$ cat src/rtl/htif_host_responder.sv
// Host-side tohost/fromhost mailbox responder: decodes tohost words, services
// console putchar through a byte FIFO, answers with fromhost words and latches
// the program exit code.
module htif_host_responder #(
  parameter int unsigned ACK_DELAY  = 4,
  parameter int unsigned FIFO_DEPTH = 8
) (
  input  logic        clock,
  input  logic        reset,
  input  logic        tohost_valid,
  input  logic [63:0] tohost_data,
  output logic        tohost_ready,
  output logic        fromhost_valid,
  output logic [63:0] fromhost_data,
  input  logic        fromhost_ready,
  output logic        char_valid,
  output logic [7:0]  char_data,
  input  logic        char_ready,
  output logic        done,
  output logic [62:0] exit_code,
  output logic        err_unknown
);

  localparam int unsigned PtrW = $clog2(FIFO_DEPTH);
  localparam int unsigned DlyW = (ACK_DELAY > 0) ? $clog2(ACK_DELAY + 1) : 1;

  typedef enum logic [2:0] {
    StIdle, StDecode, StDelay, StResp, StDrain, StHalt
  } state_e;

  state_e             state_q, state_d;
  logic [63:0]        word_q, word_d;
  logic [47:0]        resp_q, resp_d;
  logic [DlyW-1:0]    dly_q, dly_d;
  logic [62:0]        exit_q, exit_d;
  logic               err_q, err_d;

  logic [7:0]         mem_q [FIFO_DEPTH];
  logic [PtrW-1:0]    wr_ptr_q, rd_ptr_q;
  logic [PtrW:0]      count_q;

  logic               push, pop, ack;
  logic               fifo_full, fifo_empty;
  logic               is_exit, is_putc, is_getc;
  logic [7:0]         dev, cmd;

  assign dev        = word_q[63:56];
  assign cmd        = word_q[55:48];
  assign is_exit    = word_q[0] && (dev == 8'd0) && (cmd == 8'd0);
  assign is_putc    = (dev == 8'd1) && (cmd == 8'd1);
  assign is_getc    = (dev == 8'd1) && (cmd == 8'd0);
  assign fifo_empty = (count_q == '0);
  assign fifo_full  = (count_q == (PtrW+1)'(FIFO_DEPTH));
  assign pop        = char_ready && !fifo_empty;

  // Next-state and decode logic for the mailbox FSM.
  always_comb begin
    state_d = state_q;
    word_d  = word_q;
    resp_d  = resp_q;
    dly_d   = dly_q;
    exit_d  = exit_q;
    err_d   = err_q;
    push    = 1'b0;
    ack     = 1'b0;
    unique case (state_q)
      StIdle: begin
        // A zero word is a no-op poll: accepted and dropped.
        if (tohost_valid && (tohost_data != 64'd0)) begin
          word_d  = tohost_data;
          state_d = StDecode;
        end
      end
      StDecode: begin
        if (is_exit) begin
          exit_d  = word_q[63:1];
          state_d = StDrain;
        end else if (is_putc) begin
          // Stall here while the FIFO is full.
          if (!fifo_full) begin
            push   = 1'b1;
            resp_d = 48'd0;
            ack    = 1'b1;
          end
        end else if (is_getc) begin
          resp_d = '1;  // EOF: no input source behind the console
          ack    = 1'b1;
        end else begin
          err_d  = 1'b1;
          resp_d = 48'd1;
          ack    = 1'b1;
        end
        if (ack) begin
          dly_d   = DlyW'(ACK_DELAY);
          state_d = (ACK_DELAY == 0) ? StResp : StDelay;
        end
      end
      StDelay: begin
        if (dly_q <= DlyW'(1)) state_d = StResp;
        else                   dly_d   = dly_q - DlyW'(1);
      end
      StResp: begin
        if (fromhost_ready) state_d = StIdle;
      end
      StDrain: begin
        if (fifo_empty) state_d = StHalt;
      end
      StHalt:  state_d = StHalt;
      default: state_d = StIdle;
    endcase
  end

  // Control state registers with synchronous active-low reset.
  always_ff @(posedge clock) begin
    if (!reset) begin
      state_q <= StIdle;
      word_q  <= '0;
      resp_q  <= '0;
      dly_q   <= '0;
      exit_q  <= '0;
      err_q   <= 1'b0;
    end else begin
      state_q <= state_d;
      word_q  <= word_d;
      resp_q  <= resp_d;
      dly_q   <= dly_d;
      exit_q  <= exit_d;
      err_q   <= err_d;
    end
  end

  // FIFO pointers and occupancy; the count has one extra bit to tell full from empty.
  always_ff @(posedge clock) begin
    if (!reset) begin
      wr_ptr_q <= '0;
      rd_ptr_q <= '0;
      count_q  <= '0;
    end else begin
      if (push) wr_ptr_q <= wr_ptr_q + 1'b1;
      if (pop)  rd_ptr_q <= rd_ptr_q + 1'b1;
      case ({push, pop})
        2'b10:   count_q <= count_q + 1'b1;
        2'b01:   count_q <= count_q - 1'b1;
        default: count_q <= count_q;
      endcase
    end
  end

  // FIFO storage; contents are only visible while occupied, so no reset is needed.
  always_ff @(posedge clock) begin
    if (push) mem_q[wr_ptr_q] <= word_q[7:0];
  end

  assign tohost_ready   = (state_q == StIdle);
  assign fromhost_valid = (state_q == StResp);
  assign fromhost_data  = fromhost_valid ? {word_q[63:48], resp_q} : 64'd0;
  assign char_valid     = !fifo_empty;
  assign char_data      = fifo_empty ? 8'd0 : mem_q[rd_ptr_q];
  assign done           = (state_q == StHalt);
  assign exit_code      = exit_q;
  assign err_unknown    = err_q;

endmodule
$ cat config.mk
export PLATFORM = sky130hd
export DESIGN_NAME = htif_host_responder
export DESIGN_NICKNAME = d
export VERILOG_FILES = /design/src/rtl/htif_host_responder.sv
export SDC_FILE = /design/constraint.sdc
export NUM_CORES = 1
export LEC_CHECK = 0
export ABC_AREA = 1
export ABC_CLOCK_PERIOD_IN_PS = 3700
export CAP_MARGIN = 40
export CORE_UTILIZATION = 45
export CTS_CLUSTER_SIZE = 8
export DETAILED_ROUTE_END_ITERATION = 8
export PLACE_DENSITY = 0.73
export SYNTH_ARGS = -nofsm -noshare
export SYNTH_HDL_FRONTEND = slang
export SYNTH_SLANG_ARGS = --single-unit
export TNS_END_PERCENT = 20
$ cat constraint.sdc
create_clock -name clock -period 3.7 [get_ports clock]
set_input_delay 0.74 -clock clock [delete_from_list [all_inputs] [get_ports clock]]
set_output_delay 0.74 -clock clock [all_outputs]
set_load 0.01 [all_outputs]
==> tab_implementation.tex <==
\begin{tabular}{lr}
\hline
Metric & Value \\
\hline
\multicolumn{2}{l}{\textbf{Logic synthesis}} \\
YS warnings & 0 \\
Portion of netlist area occupied by mux cells & 0\% \\
Top cell type by total area after synthesis & sky130\_fd\_sc\_hd\_\_dfxtp\_1 \\
Synth area leaders & sky130\_fd\_sc\_hd\_\_dfxtp\_1 (33\%), sky130\_fd\_sc\_hd\_\_edfxtp\_1 (21\%), sky130\_fd\_sc\_hd\_\_nor2\_1 (12\%) \\
Post-synthesis compound-gate area fraction & 10.27\% \\
Sequential-to-total area share from yosys stat & 54.85\% \\
Count of flip-flops with a built-in enable after synthesis & 64 \\
Avg Cell Area, Syn & 8.326 um\^{}2 \\
Main combinational cell family by area after synthesis & simple AND/OR/NAND/NOR gates \\
Post-synth design cell area & 8942 um\^{}2 \\
Flops \& latches, synth & 213 \\
Post-Synth Adder-Cell Area & 0.9794\% \\
Count of different cell masters after synthesis & 29 \\
Xor and xnor fraction of the mapped netlist area & 0.3918\% \\
Asr flop ratio synth & 0\% \\
Most used flip-flop cell after synthesis & sky130\_fd\_sc\_hd\_\_dfxtp\_1 \\
Share of synthesized cell area in and, or, nand and nor gates & 24.37\% \\
Syn Nets & 1150 \\
Syn Inst Count & 1074 \\
Share of the synthesized area in the top cell type & 33.36\% \\
\multicolumn{2}{l}{\textbf{Clocking}} \\
CTS Buf Count & 30 \\
Largest buffer count on any clock path & 3 \\
Buffers inserted by post-CTS timing repair & 0 \\
Number of hold buffers added after CTS & 0 \\
Post-CTS clock slew at the launch and capture registers of the worst setup and hold paths & 0.05 ns \\
Source-to-sink clock delay at the later pin of the worst-skew pair & 0.53 ns \\
Number of cells upsized or downsized after cts & 0 \\
CTS H-Tree Depth & 1 \\
CTS root buf & sky130\_fd\_sc\_hd\_\_clkbuf\_16 \\
CTS sink cnt & 213 \\
Clock tree from TritonCTS & yes \\
\multicolumn{2}{l}{\textbf{Timing}} \\
Pins over their slew limit & 0 \\
Setup violations, final & 0 \\
Maximum clock frequency & 289.0 MHz \\
Post-route setup TNS & 0 ns \\
Share of the clock period used by the worst path & 93.53\% \\
Worst-margin pin slew & 0.8196 ns \\
Shortest clock period the worst path allows after layout & 3.461 ns \\
Setup slack after layout & 0.2394 ns \\
Relative slew margins & 45.28\% \\
Final Hold Slack & 0.4345 ns \\
RSZ-0062 raised after global routing & no \\
Hold Vio Cnt, Final & 0 \\
Final Skew & 0.01167 ns \\
\multicolumn{2}{l}{\textbf{Pwr}} \\
Leakage component of the power & 4.552 nW \\
Cell Pwr Density & 600.7 nW/um\^{}2 \\
IR drop worst, VDD & 0.4518 mV \\
Total power & 7.040 mW \\
\multicolumn{2}{l}{\textbf{Setup path}} \\
Launch point of the worst path & state\_q[1]\$\_SDFFE\_PN0P\_ \\
Start of the worst register-to-register path & count\_q[0]\$\_SDFFE\_PN0P\_ \\
Cell Chain, Critical Path & inv\_2, nor3\_2, inv\_2, nor2\_2, buf\_4, clkdlybuf4s50\_1 \\
Launching element type of the critical path & flop \\
R2R cell count & 11 \\
Endpoint required time on the critical path & 2.96 ns \\
Master of the slowest instance on the critical path & sky130\_fd\_sc\_hd\_\_clkdlybuf4s50\_1 \\
Reg2reg setup slack & 1.07 ns \\
Critical path capture point type & primary output \\
Worst Path Max Fanout & 47 \\
Highest cell delay on the worst timing path & 0.62 ns \\
Data arrival time of the critical path & 2.72 ns \\
RR Endpoint & count\_q[2]\$\_SDFFE\_PN0P\_ \\
Top cell by count, worst path & sky130\_fd\_sc\_hd\_\_inv\_2 \\
Category of the most critical setup path & reg -> out \\
\multicolumn{2}{l}{\textbf{Floorplan}} \\
Std-Cell Core Area & 19460 um\^{}2 \\
Num ports & 209 \\
Area of the die & 20440 um\^{}2 \\
Die Span X & 143.0 um \\
DIE HEIGHT & 143.0 um \\
Cell row count & 51 \\
Initial Util & 45.95\% \\
\multicolumn{2}{l}{\textbf{Layout}} \\
Number of nets in the finished design & 1303 \\
Fraction of the core area covered by cells at the end of the flow & 60.22\% \\
Post-route standard cell area excluding fillers & 11720 um\^{}2 \\
Most common library cell in the layout ignoring fill and taps & sky130\_fd\_sc\_hd\_\_nor2\_1 \\
Highest-count cells in the layout ignoring fill and taps & sky130\_fd\_sc\_hd\_\_nor2\_1 (276), sky130\_fd\_sc\_hd\_\_clkdlybuf4s50\_1 (206), sky130\_fd\_sc\_hd\_\_dfxtp\_1 (149), sky130\_fd\_sc\_hd\_\_nand2\_1 (144), sky130\_fd\_sc\_hd\_\_o21ai\_0 (90) \\
Layout overhead on the synthesized area & 31.08\% \\
Layout cell share with drive strength beyond 1 & 6.624\% \\
Filler Cell Count & 1698 \\
Final instance count without filler cells & 1504 \\
\multicolumn{2}{l}{\textbf{GRT}} \\
Global route total overflow & 0 \\
Total routing usage reported by global routing & 22.49\% \\
Maximum number of pins on one net before global-route repair & 81 \\
First-pass GRT wire length & 36050 um \\
Vias in the first global route & 7193 \\
Number of antenna violations at the first check in global routing & 0 \\
\multicolumn{2}{l}{\textbf{Status}} \\
Result of the run & completed \\
\multicolumn{2}{l}{\textbf{Placed design}} \\
Post-Place Worst Slack & 0.7578 ns \\
Detailed Place HPWL & 14950 um \\
Weighted congestion at the end of routability-driven global placement & 0.8127 \\
Placed cell area & 10890 um\^{}2 \\
Cell total after placement & 1460 \\
Count of port buffers added during placement & 208 \\
\multicolumn{2}{l}{\textbf{Detailed routing}} \\
Routed length per instance & 15.34 um \\
Via count of the routed design & 7569 \\
Final routed DRC violation total & 0 \\
DRT iter0 DRCs & 400 \\
Post-route ant nets & 0 \\
Vias per cell & 5.033 \\
Final routed wirelength across all metal layers & 23070 um \\
Count of TritonRoute iterations in the first routing pass & 4 \\
\multicolumn{2}{l}{\textbf{Run}} \\
Total of max-cap violations & 0 \\
\multicolumn{2}{l}{\textbf{Min path}} \\
Worst Min Path Start & exit\_code[58]\$\_SDFFE\_PN0P\_ \\
Endpoint with the worst hold slack & exit\_code[58]\$\_SDFFE\_PN0P\_ \\
Instance count along the most critical hold path & 2 \\
Worst hold-check path type & reg -> reg \\
\hline
\end{tabular}
## worst max-delay path, delay by kind of cell, from the launching register on
family	cells	cell delay, ns
DFF	1	0.44
and+or+nand+nor	2	0.44
buffers and inverters	4	1.30
## area by class of cell
| cell class | instances | area [um^2] | share of cell area (%) |
|---|---|---|---|
| sequential | 213 | 4905 | 41.84 |
| multi-input combinational | 707 | 3228 | 27.54 |
| timing repair buffer | 228 | 2247 | 19.17 |
| clock buffer | 43 | 830.8 | 7.088 |
| tap | 265 | 331.6 | 2.829 |
| inverter | 47 | 176.4 | 1.505 |
| antenna | 1 | 2.502 | 0.02135 |
## synthesized netlist by cell type (9+ instances only)
library cell	number
sky130_fd_sc_hd__nor2_1	277
sky130_fd_sc_hd__dfxtp_1	149
sky130_fd_sc_hd__nand2_1	144
sky130_fd_sc_hd__o21ai_0	90
sky130_fd_sc_hd__a21oi_1	66
sky130_fd_sc_hd__edfxtp_1	64
sky130_fd_sc_hd__buf_4	54
sky130_fd_sc_hd__nand4_1	49
sky130_fd_sc_hd__inv_1	38
sky130_fd_sc_hd__clkbuf_1	30
sky130_fd_sc_hd__nand3_1	20
sky130_fd_sc_hd__buf_2	11
sky130_fd_sc_hd__buf_1	9
sky130_fd_sc_hd__inv_2	9
sky130_fd_sc_hd__nor3_1	9
## where the power goes
part           total, mW  switching (mW)  internal (mW)
combinational       1.77            1.09          0.683
clock               2.44           0.930           1.51
sequential          2.83           0.179           2.65
total               7.04            2.20           4.84
## state kept, by name (all words and copies together) (netlist names), named ones only
signal,cells
wr_ptr_q,3
word_q,64
exit_code,63
rd_ptr_q,3
state_q,3
count_q,4
mem_q,64
err_unknown,1
resp_q,2
dly_q,3
## routing by layer
metal	track usage [%]	vias to the layer above	wire length [um]
met4	8.376	0	654
met1	26.90	3472	9617
met5	0	-	0
li1	-	3828	-
met3	5.433	45	1596
met2	39.00	224	11200
## worst max path at each step
stage,cells past startpoint,endpoint,slack [ns]
after floorplan,6,fromhost_data[10],0.58
after global placement,6,fromhost_data[29],0.80
after detailed placement,6,fromhost_data[20],0.76
after CTS,6,fromhost_data[11],0.19
after global routing,6,fromhost_data[38],0.07
final,6,fromhost_data[4],0.24
## cells by family (layout without fill, tap and decap cells)
kind of cell / count (synthesis) / count (layout)
AO/OA/AOI/OAI: 179 / 179
XOR/XNOR: 4 / 4
other: 0 / 1
AND/OR/NAND/NOR: 517 / 517
buffers and inverters: 154 / 318
flip-flops: 213 / 213
adder cells (fa/ha/maj): 7 / 7
Power figures use the tool's default switching activity.
==> edit, RTL diff (same flow settings) <==
Take the reset off `word_q` and load it in a clocked block of its own.
--- a/src/rtl/htif_host_responder.sv
+++ b/src/rtl/htif_host_responder.sv
@@ -116,3 +116,2 @@
       state_q <= StIdle;
-      word_q  <= '0;
       resp_q  <= '0;
@@ -123,3 +122,2 @@
       state_q <= state_d;
-      word_q  <= word_d;
       resp_q  <= resp_d;
@@ -129,2 +127,6 @@
     end
+  end
+
+  always_ff @(posedge clock) begin
+    word_q <= word_d;
   end
Behaviour: no difference found for any inputs over 4 cycles, from zero or initial values and one cycle with reset low; that may be too few to reach the edited logic, so the function may still have changed.
==> edit against the unedited design <==
  * Sequential cell count is the same
  * Routed wire length fell by 13%
  * Final area is 0.96% lower
  * Global-route usage fell by 2.0 points
  * Hold slack improved by 0.0054 ns
  * Total power shrank 7.5%
  * Synthesized area decreased by 2.6%
  * Setup slack got worse by 0.0027 ns
  * Synthesized cell count is 22% lower
  * Largest cell class unchanged
==> edit: results (changes against the unedited design) <==
The tools report the worst clock skew as 0.0151 ns (+0.00348 ns). The critical path's largest stage delay is 0.65 ns (+0.03 ns), and the wire length of the first global-routing pass is 31900 microns (-11%). The tools report the beginning of the worst hold path as exit_code[55].

The tools report the number of nets in the layout as 1094 (-16%). Reg-to-reg critical path startpoint: word_q[0]. The number of antenna violations at the first check in global routing came out at 0 (unchanged). The register area share after synthesis came out at 0.637 (+0.0880). The leakage power was 4.04 nW (-11%); the final RePlAce weighted congestion was 0.784 (-3.5%). The detailed router used layers up to and including met4.

The net switching power is 1.77 mW (-20%), and the worst relative slew slack is 0.428 (-0.0246). The final wirelength was 20100 microns (-13%); the fraction of layout instances using a drive strength above 1 was 0.119 (+0.0530). The run gives 10200 microns (-9.0%) as the routed length on met2. The count of distinct cell types in the synthesized netlist was 32 (+10%); the worst-case reg-to-reg path depth was 15 (+4). The violation count after the first detailed-routing iteration came out at 305 (-24%). The flow ran to the end, and the final reports show no timing, DRC or antenna violations. The run gives 5 (+1) as the first-pass iteration count of the detailed router. The run gives 7940 microns (-17%) as the met1 wire length. Sorting the synthesized cells by how often they occur yields 160 x sky130_fd_sc_hd__nor2_1, 136 x sky130_fd_sc_hd__nand2_1, 128 x sky130_fd_sc_hd__edfxtp_1. The slowest stage of the critical path belongs to the cell sky130_fd_sc_hd__clkdlybuf4s50_1. Among all flip-flop cells after synthesis, the most frequent one is sky130_fd_sc_hd__edfxtp_1.

The logs give 917 (-20%) for the synthesized net count and 1 (unchanged) for the depth of the CTS H-tree. The run gives 0.204 (-0.0204) as the total track usage. The via density per instance was 4.76 (-5.3%). The run gives 1700 microns (+6.5%) as the routed length on met3.

The number of enable flip-flop cells after synthesis came out at 128 (+100%). The setup slack of the worst register-to-register path was 1.09 ns (+0.02 ns). The number of diodes added for antenna fixing is 0 (-1).

The endpoint identified for the worst register-to-register timing path is count_q[3]. By area the synthesized netlist is led by sky130_fd_sc_hd__edfxtp_1 44%, sky130_fd_sc_hd__dfxtp_1 20%, sky130_fd_sc_hd__nor2_1 6.9%. Via count of the first global-routing pass: 6097 (-15%). The run gives 13300 microns (-11%) as the half-perimeter wire length after detailed placement.

For the maximum ir drop on the vdd rail, the log shows 0.352 mV (-22%). The pin count of the biggest net entering global routing came out at 65 (-20%). The path with the worst hold slack has its endpoint at exit_code[55].
edit: cell count changes after synthesis, moves of 26 or more:
cell                       delta
sky130_fd_sc_hd__a21oi_2     +30
sky130_fd_sc_hd__nand2_2     +26
sky130_fd_sc_hd__o21ai_0     -42
sky130_fd_sc_hd__nor2_1     -117
sky130_fd_sc_hd__edfxtp_1    +64
sky130_fd_sc_hd__dfxtp_1     -64
sky130_fd_sc_hd__nand4_1     -47
sky130_fd_sc_hd__a21oi_1     -30
edit: cells by family (layout without fill, tap and decap cells):
group | Yosys count | count (layout) | synth area share
xor gates and xnor gates | 4 | 4 | 0.00402
AOI/OAI and AO/OA | 132 | 132 | 0.0916
DFF | 213 | 213 | 0.637
buffers and inverters | 128 | 327 | 0.0829
and+or+nand+nor | 357 | 357 | 0.175
adders and majority gates | 7 | 7 | 0.0101
edit: power groups by stage:
stage          clock network [mW]  logic [mW]  registers [mW]
3_3_place_gp                    0        1.21            2.83
4_1_cts                      2.52        1.25            2.80
2_1_floorplan                   0       0.722            2.83
3_5_place_dp                    0        1.23            2.84
5_1_grt                      2.63        1.39            2.81
6_report                     2.47        1.24            2.80
edit: layout make-up:
cell class,instances,area [sq um]
Fill cell,1549,7220
Inverter,51,191
Multi-Input combinational cell,500,2460
Clock buffer,53,858
Tap cell,260,325
Timing Repair Buffer,222,2220
Clock inverter,1,5.00
Sequential cell,213,5550
edit: worst max-delay path by stage:
stage	from	to	slack, ns
global placement	state_q[1]	fromhost_data[30]	0.87
global route	state_q[1]	fromhost_data[37]	0.04
CTS	state_q[1]	fromhost_data[37]	0.20
detailed placement	state_q[1]	fromhost_data[36]	0.79
finish	state_q[1]	fromhost_data[37]	0.24
floorplan	state_q[1]	fromhost_data[10]	-0.13
edit: metal layers:
layer / up-vias / global-route usage
li1: 3111 / -
met1: 2859 / 0.242
met4: 0 / 0.0509
met2: 196 / 0.360
met5: - / 0
met3: 27 / 0.0642
edit: per-stage QoR:
step	hold slack, ns	area [sq um]	cells	setup slack, ns	power (mW)
after floorplan	0.433	8720	841	-0.133	3.55
after global placement	0.425	10700	1246	0.867	4.05
after detailed placement	0.428	10700	1246	0.792	4.08
after CTS	0.441	11600	1300	0.202	6.57
after global routing	0.456	11600	1300	0.0402	6.83
final	0.440	11600	1300	0.237	6.51
edit: worst max-delay path, delay by kind of cell (launching register included):
family	cells	cell delay, ns
flops	1	0.51
buf+inv	4	1.32
simple gates	2	0.37
